$ cat config.mk
export PLATFORM = sky130hd
export DESIGN_NAME = pipe_fetch_unit
export DESIGN_NICKNAME = d
export VERILOG_FILES = /design/src/rtl/pipe_fetch_unit.sv
export SDC_FILE = /design/constraint.sdc
export NUM_CORES = 1
export LEC_CHECK = 0
export CAP_MARGIN = 10
export CELL_PAD_IN_SITES_DETAIL_PLACEMENT = 0
export CELL_PAD_IN_SITES_GLOBAL_PLACEMENT = 2
export CORE_MARGIN = 1.5
export CORE_UTILIZATION = 40
export DETAILED_ROUTE_END_ITERATION = 12
export DONT_BUFFER_PORTS = 1
export GPL_TIMING_DRIVEN = 0
export PLACE_DENSITY_LB_ADDON = 0.1
export SLEW_MARGIN = 20
export SYNTH_ARGS = -nofsm -noshare
export SYNTH_HDL_FRONTEND = slang
export SYNTH_SLANG_ARGS = --single-unit
$ cat constraint.sdc
create_clock -name clock -period 4.1 [get_ports clock]
set_input_delay 0.41 -clock clock [delete_from_list [all_inputs] [get_ports clock]]
set_output_delay 0.41 -clock clock [all_outputs]
set_load 0.02 [all_outputs]
$ cat src/rtl/pipe_fetch_unit.sv
// pipe_fetch_unit: RV32I instruction-fetch stage.
// Owns the fetch PC and issues in-order word requests over a valid/ready channel.
// Responses may arrive any number of cycles later; they are buffered with their PCs
// and presented to the IF/ID register. A redirect squashes the buffer, and responses
// still in flight for the old path are counted and then discarded.
// Optional feature: define FETCH_ALIGN_CHECK_EN to turn a misaligned redirect target
// into a single trap entry (misaligned_F) instead of silently aligning it.
module pipe_fetch_unit #(
   parameter logic [31:0] RESET_PC  = 32'h0000_0000,
   parameter int unsigned DEPTH     = 2,
   parameter logic [31:0] NOP_INSTR = 32'h0000_0013
) (
   input  logic        clock,
   input  logic        sync_reset,
   input  logic        stall_F,
   input  logic        redirect_E,
   input  logic [31:0] redirect_target_E,
   output logic        imem_req_valid,
   output logic [31:0] imem_req_addr,
   input  logic        imem_req_ready,
   input  logic        imem_resp_valid,
   input  logic [31:0] imem_resp_data,
   output logic [31:0] instruction_F,
   output logic [31:0] PC_F,
   output logic [31:0] PC_4_F,
   output logic        valid_F,
   output logic        misaligned_F
);

   localparam int unsigned PW      = (DEPTH > 1) ? $clog2(DEPTH) : 1;
   localparam int unsigned CW      = $clog2(DEPTH + 1);
   localparam logic [CW:0] DEPTH_C = (CW + 1)'(DEPTH);

   typedef logic [PW-1:0] ptr_t;
   typedef logic [CW-1:0] cnt_t;

   // Advance a circular-buffer pointer by n slots (n never exceeds DEPTH).
   function automatic ptr_t ptr_add(input ptr_t p, input cnt_t n);
      logic [31:0] s;
      s = 32'(p) + 32'(n);
      if (s >= DEPTH) s = s - DEPTH;
      return ptr_t'(s);
   endfunction

   logic [31:0] fetch_pc;
   logic [31:0] buf_pc    [DEPTH];
   logic [31:0] buf_instr [DEPTH];
   ptr_t        head_ptr;
   ptr_t        tail_ptr;
   ptr_t        fill_ptr;
   // Entries are filled strictly in allocation order, so the filled entries always
   // form a run starting at the head and a count is enough to track them.
   cnt_t        alloc_cnt;
   cnt_t        filled_cnt;
   cnt_t        drop_cnt;
   cnt_t        unfilled_cnt;
   logic        fetch_lock;
   logic        credit_ok;
   logic        req_fire;
   logic        resp_drop;
   logic        resp_fill;
   logic        deq;
   logic        target_misal;
   logic [31:0] target_pc;

`ifdef FETCH_ALIGN_CHECK_EN
   logic        buf_misal [DEPTH];

   assign target_misal = (redirect_target_E[1:0] != 2'b00);
   assign target_pc    = redirect_target_E;
`else
   logic        unused_target_low;

   assign target_misal      = 1'b0;
   assign target_pc         = {redirect_target_E[31:2], 2'b00};
   assign unused_target_low = ^redirect_target_E[1:0];
`endif

   assign unfilled_cnt = alloc_cnt - filled_cnt;
   assign fill_ptr     = ptr_add(head_ptr, filled_cnt);
   assign valid_F      = (filled_cnt != '0);
   assign deq          = valid_F & ~stall_F & ~redirect_E;

   // A head leaving this cycle frees its slot for a new request in the same cycle,
   // which is what sustains one word per cycle at single-cycle memory latency.
   assign credit_ok      = ({1'b0, alloc_cnt} + {1'b0, drop_cnt}) < (DEPTH_C + (CW + 1)'(deq));
   assign imem_req_valid = sync_reset & ~redirect_E & ~fetch_lock & credit_ok;
   assign imem_req_addr  = fetch_pc;
   assign req_fire       = imem_req_valid & imem_req_ready;

   // Responses owed to a squashed path are consumed before any live entry is filled.
   assign resp_drop = imem_resp_valid & (drop_cnt != '0);
   assign resp_fill = imem_resp_valid & (drop_cnt == '0) & (unfilled_cnt != '0);

   // Present the head entry, or a NOP bubble with zero PCs while it is not yet filled.
   // NOTE: every output gets a default before the if, so no latch is inferred.
   always_comb begin
      instruction_F = NOP_INSTR;
      PC_F          = '0;
      PC_4_F        = '0;
      if (valid_F) begin
         instruction_F = buf_instr[head_ptr];
         PC_F          = buf_pc[head_ptr];
         PC_4_F        = buf_pc[head_ptr] + 32'd4;
      end
   end

   // Occupancy, pointers, drop credit and fetch PC; redirect outranks everything else.
   // NOTE: state registers use non-blocking assignments so every read sees pre-edge values.
   always_ff @(posedge clock) begin
      if (!sync_reset) begin
         fetch_pc   <= RESET_PC;
         head_ptr   <= '0;
         tail_ptr   <= '0;
         alloc_cnt  <= '0;
         filled_cnt <= '0;
         drop_cnt   <= '0;
      end else if (redirect_E) begin
         fetch_pc <= target_pc;
         head_ptr <= '0;
         // Every unfilled entry has a response still coming; one arriving right now is absorbed.
         drop_cnt <= drop_cnt + unfilled_cnt - cnt_t'(resp_drop | resp_fill);
         if (target_misal) begin
            tail_ptr   <= ptr_t'(1);
            alloc_cnt  <= cnt_t'(1);
            filled_cnt <= cnt_t'(1);
         end else begin
            tail_ptr   <= '0;
            alloc_cnt  <= '0;
            filled_cnt <= '0;
         end
      end else begin
         if (req_fire) begin
            fetch_pc <= fetch_pc + 32'd4;
            tail_ptr <= ptr_add(tail_ptr, cnt_t'(1));
         end
         if (deq) head_ptr <= ptr_add(head_ptr, cnt_t'(1));
         if (resp_drop) drop_cnt <= drop_cnt - cnt_t'(1);
         alloc_cnt  <= alloc_cnt + cnt_t'(req_fire) - cnt_t'(deq);
         filled_cnt <= filled_cnt + cnt_t'(resp_fill) - cnt_t'(deq);
      end
   end

   // Capture request PCs at the tail and returned words at the oldest unfilled slot.
   // NOTE: the payload arrays are not reset; the occupancy counters alone decide what is visible.
   always_ff @(posedge clock) begin
      if (sync_reset) begin
         if (redirect_E) begin
            if (target_misal) begin
               buf_pc[0]    <= target_pc;
               buf_instr[0] <= NOP_INSTR;
`ifdef FETCH_ALIGN_CHECK_EN
               buf_misal[0] <= 1'b1;
`endif
            end
         end else begin
            if (req_fire) begin
               buf_pc[tail_ptr] <= fetch_pc;
`ifdef FETCH_ALIGN_CHECK_EN
               buf_misal[tail_ptr] <= 1'b0;
`endif
            end
            if (resp_fill) buf_instr[fill_ptr] <= imem_resp_data;
         end
      end
   end

`ifdef FETCH_ALIGN_CHECK_EN
   // Hold off fetching while a misaligned trap entry is pending; only a redirect releases it.
   always_ff @(posedge clock) begin
      if (!sync_reset)     fetch_lock <= 1'b0;
      else if (redirect_E) fetch_lock <= target_misal;
   end

   assign misaligned_F = valid_F & buf_misal[head_ptr];
`else
   assign fetch_lock   = 1'b0;
   assign misaligned_F = 1'b0;
`endif

endmodule
Yosys cells after proc, flatten, opt, wreduce, memory -nomap -nowiden
Memory sizes are Yosys's and may differ from the RTL's. A register that Yosys moved wholly into a read port is not among the register bits.
Index checks and enable logic that the tools add are counted.
Storage, ports and cells
  flip-flop bits (word level): 40
  bits in writable memories: 128
  input port bits: 70
  output and inout bits: 131
  logic and storage cells: 72
  memories kept: 2
Cells by class
  add/sub/neg operators: 18
  magnitude comparators: 4
  multiplexer cells: 22
  bitwise gates (word level): 12
  reductions and logical operators: 7
Memories
  buf_instr: depth 2, bits a word 32, rd ports 1, clocked after Yosys merged registers in 1, wr ports 1, RTL line 47  | logic [31:0] buf_instr [DEPTH];
  buf_pc: depth 2, bits a word 32, rd ports 1, clocked after Yosys merged registers in 1, wr ports 1, RTL line 46  | logic [31:0] buf_pc [DEPTH];
Operator list (number)
  $mux W32: 5
  $add A32 B3 Y32 const B: 2
  $mux W1: 15
  $reduce_bool A2 Y1: 5
  $and A1 B1 Y1: 8
  $sub A2 B1 Y2: 3
  $add A1 B1 Y2 const B: 2
  $add A2 B1 Y2: 2
  $ge A2 B2 Y1 const B: 2
  $mux W2: 2
  $add A1 B2 Y3: 1
  $add A2 B1 Y3 const A: 1
  $add A2 B2 Y3: 1
  $ge A3 B2 Y1 const B: 1
  $lt A3 B3 Y1: 1
  $not A1 Y1: 3
  $sub A1 B1 Y1 const B: 3
  $add A2 B2 Y2: 1
  $logic_not A2 Y1: 1
  $reduce_or A2 Y1: 1
  $sub A2 B1 Y2 const B: 1
  $sub A2 B2 Y2: 1
  $or A1 B1 Y1: 1

Longest topological paths before layout
Gate-level depths: netlist of the first run.
  depth after elaboration: 11
  gate-level depth with buffers: 15
  depth with buffers taken out: 15

Least setup slack after synthesis of the first run
Ideal clock, no wire load.
  path type: flip-flop to flip-flop
  start: register alloc_cnt[0]
  end: memory buf_pc[0][10], enable pin
  setup time: 417 ps
  arrival: 2916 ps
  data required time: 3683 ps
  setup slack: 768 ps
  cell stages (with the launch flop): 10
  path buffers: 2
  period minus slack after synthesis: 3332 ps
  cell sequence: dfxtp_1 > ha_1 > fa_1 > nor2b_1 > and2_1 > and2_1 > buf_4 > inv_2 > buf_2 > nor2_1
On the way
  cells in the longest elaborated chain, start to end: 8
RTL lines
  start, declared: RTL line 53  | cnt_t alloc_cnt;
  start signal, assigned: RTL line 125  | alloc_cnt <= cnt_t'(1);
  start signal, assigned: RTL line 139  | alloc_cnt <= alloc_cnt + cnt_t'(req_fire) - cnt_t'(deq);
  $add A2 B2 Y3: RTL line 86  | assign credit_ok = ({1'b0, alloc_cnt} + {1'b0, drop_cnt}) < (DEPTH_C + (CW + 1)'(deq));
  $lt A3 B3 Y1: RTL line 86
  $and A1 B1 Y1: RTL line 87  | assign imem_req_valid = sync_reset & ~redirect_E & ~fetch_lock & credit_ok;
  $and A1 B1 Y1: RTL line 89  | assign req_fire = imem_req_valid & imem_req_ready;
  $mux W1: RTL line 157  | if (req_fire) begin
  $mux W1: RTL line 148  | if (redirect_E) begin
  $mux W1: RTL line 147  | if (sync_reset) begin
  $mux W1 (implied by the code): RTL line 158  | buf_pc[tail_ptr] <= fetch_pc;
  end, declared: RTL line 46
Every way passes these cells.

==> results of run 1 <==
[cell type report]
class                      count  area, um^2  area share (%)
sequential                   163        4504           50.06
multi-input combinational    498        3237           35.97
clock buffer                  17       425.4           4.727
tap                          265       331.6           3.685
buffer                        41       212.7           2.364
clock inverter                15       171.4           1.905
timing repair buffer           3       60.06          0.6674
inverter                      15       56.30          0.6257
[sequential cells by signal, summed over array words and instances, names as in the netlist, named ones only]
register / count
head_ptr: 1
tail_ptr: 1
alloc_cnt: 2
drop_cnt: 2
filled_cnt: 2
imem_req_addr: 30
buf_pc: 60
buf_instr: 64
[logic make-up (layout without fill, tap and decap cells)]
logic type / after synthesis / in the layout / synth area share (%)
and+or+nand+nor: 271 / 271 / 16.37
DFF: 163 / 163 / 56.95
AOI/OAI and AO/OA: 98 / 98 / 8.116
muxes: 61 / 61 / 7.752
buffers and inverters: 56 / 91 / 3.338
xor gates and xnor gates: 49 / 49 / 5.426
adders and majority gates: 12 / 12 / 1.993
other: 1 / 7 / 0.04742
[worst paths after layout]
| kind | from | cells past startpoint | to |
|---|---|---|---|
| worst max-delay path | register | 11 | PC_4_F[14] |
| worst min-delay path | imem_resp_data[10] | 0 | buf_instr[1][10] |
| worst max register to register | drop_cnt[0] | 14 | alloc_cnt[1] |
| worst min register to register | tail_ptr | 2 | tail_ptr |
[routing by layer]
metal	up-vias	share of wire, %	global-route usage (%)
li1	2637	-	-
met3	16	7.5	6.531
met5	-	0	0
met1	2683	43	26.61
met2	188	48	33.45
met4	0	1.3	6.069
[through the flow]
step,hold slack [ns],utilization [%]
final,0.07620,46.39
after global routing,0.04447,46.39
after CTS,0.05858,46.18
after detailed placement,0.5089,43.03
after global placement,0.5090,42.60
after floorplan,0.4984,-
[power by group through the flow]
stage	logic (mW)	clock network, mW	registers, mW
detailed placement	0.302	0	1.96
floorplan	0.231	0	1.93
global route	0.338	1.71	1.93
global placement	0.291	0	1.95
CTS	0.304	1.63	1.92
finish	0.302	1.60	1.92
[layout by cell type (no fill, tap or decap), drive strengths merged, types with 7 or more instances in the layout]
| master | instances |
|---|---|
| edfxtp | 124 |
| nor2 | 116 |
| mux2i | 59 |
| nand2 | 54 |
| dfxtp | 39 |
| clkbuf | 36 |
| xor2 | 30 |
| nand3 | 25 |
| buf | 25 |
| a21oi | 24 |
| o21ai | 23 |
| inv | 21 |
| xnor2 | 19 |
| nand4 | 13 |
| a31oi | 13 |
| and2 | 12 |
| ha | 11 |
| nor3 | 9 |
| a22oi | 8 |
| a222oi | 7 |
| conb | 7 |
| o31ai | 7 |
[worst max-delay path: stages, from the launching register on]
cell and delay, ns:
dfxtp_1 0.35, buf_2 0.24, clkbuf_4 0.28, clkbuf_4 0.27
mux2_2 0.21, ha_1 0.20, nand4b_1 0.19, a21oi_4 0.31
and2_1 0.21, nor2b_1 0.29, a21oi_1 0.12, a21oi_2 0.30
==> impl_metrics.json, run 1 <==
{
  "yosys_warnings": 0,
  "fp.dieArea_mm2": 0.02063,
  "first_global_vias": 5288,
  "clock-sinks": 163,
  "grt_max_degree": 31,
  "p_clk_share_pct": 41.9,
  "final.setup.tns_ns": 0,
  "slew_headroom_pct": 30.50,
  "fin_crit_ns": 3.817,
  "pwr-share-seq_pct": 50.2,
  "netlist_instances": 711,
  "grt_overflow_total": 0,
  "antenna_found_initial": 0,
  "critPathKind": "register to output pin",
  "hold_buffers": 0,
  "post_cts_resized": 3,
  "cts_buffer_depth": 2,
  "syn_area_per_cell_um2": 11.12,
  "synthTopCellsByArea": "edfxtp_1 47%, dfxtp_1 9.9%, mux2i_1 7.5%",
  "synth_edf_count": 124,
  "ys_ff_latch": 163,
  "clock-skew-final_ns": 0.01402,
  "grt_pass1_wl_um": 31370,
  "p_total_mw": 3.825,
  "area_growth_pct": 13.78,
  "stdcell_count": 1017,
  "status": "finished, final reports clean",
  "design_area_mm2": 0.008999,
  "ant_nets": 0,
  "cts_tree": "yes",
  "post-synth-top-area-fraction_pct": 47.08,
  "required_ns": 3.69,
  "ys.flop_type": "edfxtp_1",
  "min_period_over_period_pct": 93.09,
  "synth_cell_types": 51,
  "cp_max_fo": 10,
  "p_sw_mw": 0.9685,
  "p_leak_nw": 2.975,
  "coreArea_mm2": 0.01940,
  "grt_usage_pct": 20.69,
  "ioPinCount": 201,
  "yosys.area.top_type": "edfxtp_1",
  "clk_pin_slew_ns": 0.07,
  "die_x_um": 143.6,
  "max_freq_ghz": 0.2620,
  "hold_class": "input pin to register",
  "fill_cells": 1835,
  "synth.most_common_cell": "edfxtp_1",
  "dpl.cell_count": 985,
  "detail_route.first_pass.iterations": 7,
  "h-tree-depth": 4,
  "rrSetupSlack_ns": 1.17,
  "rsz0062_at_grt": "false",
  "drt_wl_total_um": 21390,
  "crit_path_start_kind": "register",
  "end_kind": "output pin",
  "fin_ws_ns": 0.2834,
  "synth-async-reset-ratio_pct": 0,
  "die_y_um": 143.6,
  "first_iter_violations": 373,
  "placementRows": 51,
  "root_buffer": "clkbuf_16",
  "clk_latency_ns": 0.43,
  "vias": 5524,
  "pwr-share-comb_pct": 7.9,
  "p_int_mw": 2.856,
  "vias_per_cell": 5.432,
  "layout-drive-gt1-share_pct": 11.04,
  "setup_violations": 0,
  "wire_per_inst_um": 21.03,
  "io_buffers": 0,
  "maxSlewViolCount": 0,
  "synthesis.area_mm2": 0.007909,
  "cp.arrival_ns": 3.41,
  "ys_seq_area_share_pct": 56.95,
  "peakVddDrop_uv": 290.3,
  "ys_top_cells_by_count": "124 x edfxtp_1, 115 x nor2_1, 59 x mux2i_1",
  "p_sw_share_pct": 25.32,
  "gp_congestion": 0.8453,
  "initial_core_util_pct": 40.77,
  "drv_cap": 0,
  "post-cts-setup-buffers": 0,
  "nets": 821,
  "diodes": 0,
  "hpwlAfterDp_um": 16180,
  "power_per_cell_area_mw_per_mm2": 425.0,
  "cts_buffers": 17,
  "place_ws_ns": 0.09449,
  "finalHoldViolCount": 0,
  "place_area_mm2": 0.008347,
  "drc": 0,
  "tightest_slew_ns": 1.029
}
Power figures use the tool's default switching activity.
==> inputs of run 2 (changes only) <==
HOLD_SLACK_MARGIN = 0.12   (was unset)
PLACE_DENSITY_LB_ADDON = 0.15   (was 0.1)
==> impl_metrics.json, run 2 (same netlist as run 1, synthesis figures left out) <==
{
  "cts_tree": "yes",
  "grt_max_degree": 31,
  "io_buffers": 0,
  "first_iter_violations": 374,
  "hold_path_end": "imem_req_addr[17]",
  "grt_overflow_total": 0,
  "cp_common_cell": "clkbuf_4",
  "cp_slowest_cell": "dfxtp_1",
  "peakVddDrop_uv": 292.5,
  "final_cell_mix": "124 x edfxtp_1, 109 x nor2_1, 59 x mux2i_1",
  "setup_violations": 0,
  "hold_class": "input pin to register",
  "power_per_cell_area_mw_per_mm2": 429.7,
  "drc": 0,
  "slowest_delay_ns": 0.36,
  "antenna_found_initial": 1,
  "crit_path_start_kind": "register",
  "gp_congestion": 0.8380,
  "timing.rr.end": "alloc_cnt[1]",
  "drt_wl_total_um": 22140,
  "cp.arrival_ns": 3.40,
  "cp_max_fo": 10,
  "coreArea_mm2": 0.01940,
  "min_from": "redirect_target_E[17]",
  "r2r_cells": 13,
  "drv_cap": 0,
  "grt_pass1_wl_um": 32160,
  "regMostFlops": "buf_instr",
  "die_y_um": 143.6,
  "place_ws_ns": 0.1293,
  "cts_buffers": 17,
  "crit_chain": "buf_2 > clkbuf_4 > clkbuf_4 > mux2_2 > ha_1 > nand4_1 > a21oi_4 > nand3_2 > a211oi_1 > xor2_1 > nor2_2",
  "p_sw_share_pct": 24.01,
  "status": "finished, final reports clean",
  "r2r-start": "drop_cnt[0]",
  "tightest_slew_ns": 1.005,
  "p_int_mw": 3.066,
  "vias_per_cell": 5.473,
  "nets": 853,
  "min_path_cells": 2,
  "area_growth_pct": 18.73,
  "clock-skew-final_ns": 0.008927,
  "hpwlAfterDp_um": 16440,
  "placementRows": 51,
  "ant_nets": 0,
  "rsz0062_at_grt": "false",
  "required_ns": 3.69,
  "ioPinCount": 201,
  "rrSetupSlack_ns": 1.19,
  "maxSlewViolCount": 0,
  "postLayoutCoreUtil_pct": 48.41,
  "pwr-share-seq_pct": 47.6,
  "finalHoldViolCount": 0,
  "die_x_um": 143.6,
  "clk_latency_ns": 0.42,
  "fill_cells": 1807,
  "first_global_vias": 5463,
  "pwr-share-comb_pct": 8.2,
  "fp.dieArea_mm2": 0.02063,
  "p_sw_mw": 0.9688,
  "initial_core_util_pct": 40.77,
  "root_buffer": "clkbuf_16",
  "critPathKind": "register to output pin",
  "grt_usage_pct": 21.17,
  "max_freq_ghz": 0.2625,
  "p_total_mw": 4.035,
  "largest_reg_flops": 64,
  "diodes": 0,
  "wire_per_inst_um": 21.10,
  "cts_buffer_depth": 2,
  "fin_crit_ns": 3.810,
  "layout-drive-gt1-share_pct": 10.71,
  "hold_slack_ns": 0.1408,
  "clk_pin_slew_ns": 0.07,
  "clock-sinks": 163,
  "min_period_over_period_pct": 92.93,
  "fin_ws_ns": 0.2900,
  "final_common_cell": "edfxtp_1",
  "h-tree-depth": 4,
  "detail_route.first_pass.iterations": 6,
  "p_leak_nw": 3.147,
  "slew_headroom_pct": 32.15,
  "vias": 5741,
  "post-cts-setup-buffers": 0,
  "end_kind": "output pin",
  "p_clk_share_pct": 44.2
}
run 2: changes by cell type in the layout (fill, tap and decap cells not counted), sizes merged:
cell         change
dlygate4sd3     +32
bufinv           +3
clkinv           -3
clkinvlp         -2
clkbuf           +1
inv              +1
run 2: cell type report:
cell class	count	area [um^2]	share of cell area [%]
plain buffers	41	212.7	2.265
clock buffers	18	429.2	4.570
clock inverters	14	236.5	2.518
inverters	15	56.30	0.5996
multi-input cells	498	3239	34.50
flip-flops and latches	163	4504	47.97
well taps	265	331.6	3.531
repair buffers	35	380.4	4.051
run 2: per-stage QoR:
| stage | instances | cell area (um^2) | TNS, ns |
|---|---|---|---|
| global route | 1049 | 9390 | 0 |
| detailed placement | 985 | 8347 | 0 |
| floorplan | 717 | 7931 | 0 |
| global placement | 982 | 8263 | -5.227 |
| finish | 1049 | 9390 | 0 |
| CTS | 1049 | 9370 | 0 |
run 2: critical path: cells and delay by family (launching register included):
family	cells	cell delay [ns]
AO/OA/AOI/OAI	2	0.64
XOR/XNOR	1	0.12
buffers and inverters	3	0.79
adder cells (fa/ha/maj)	1	0.22
AND/OR/NAND/NOR	3	0.61
multiplexers	1	0.21
flip-flops	1	0.36
run 2: power by group through the flow:
stage                     sequential (mW)  clock (mW)  combinational, mW
after floorplan                      1.93           0              0.231
after global placement               1.95           0              0.289
after CTS                            1.92        1.81              0.334
after global routing                 1.93        1.89              0.365
after detailed placement             1.96           0              0.302
final                                1.92        1.78              0.332
run 2: how the worst max path moves through the flow:
stage | endpoint | cells past startpoint | from | slack, ns
final | PC_4_F[28] | 11 | register | 0.29
after global routing | PC_4_F[24] | 11 | register | 0.009
after CTS | PC_4_F[24] | 11 | register | 0.04
after detailed placement | PC_4_F[28] | 11 | register | 0.13
after global placement | buf_pc[0][28] | 9 | alloc_cnt[0] | -0.18
after floorplan | buf_pc[0][10] | 9 | alloc_cnt[0] | 0.77
run 2: layer usage:
| metal | routed length, um | vias to the layer above | share of wire (%) | global-route usage (%) |
|---|---|---|---|---|
| met5 | 12 | - | 0.054 | 0 |
| met4 | 450 | 2 | 2.0 | 7.304 |
| met3 | 1600 | 36 | 7.2 | 5.798 |
| met2 | 10590 | 204 | 48 | 34.34 |
| met1 | 9488 | 2809 | 43 | 27.26 |
| li1 | - | 2690 | - | - |
run 2: timing repair:
item                                    in CTS  in global routing
pin swaps                                    0                  2
endpoints found under the hold margin       64                  0
hold buffers                                32                  0
endpoints found under the setup margin      10                 10
gates resized for setup                     10                  5
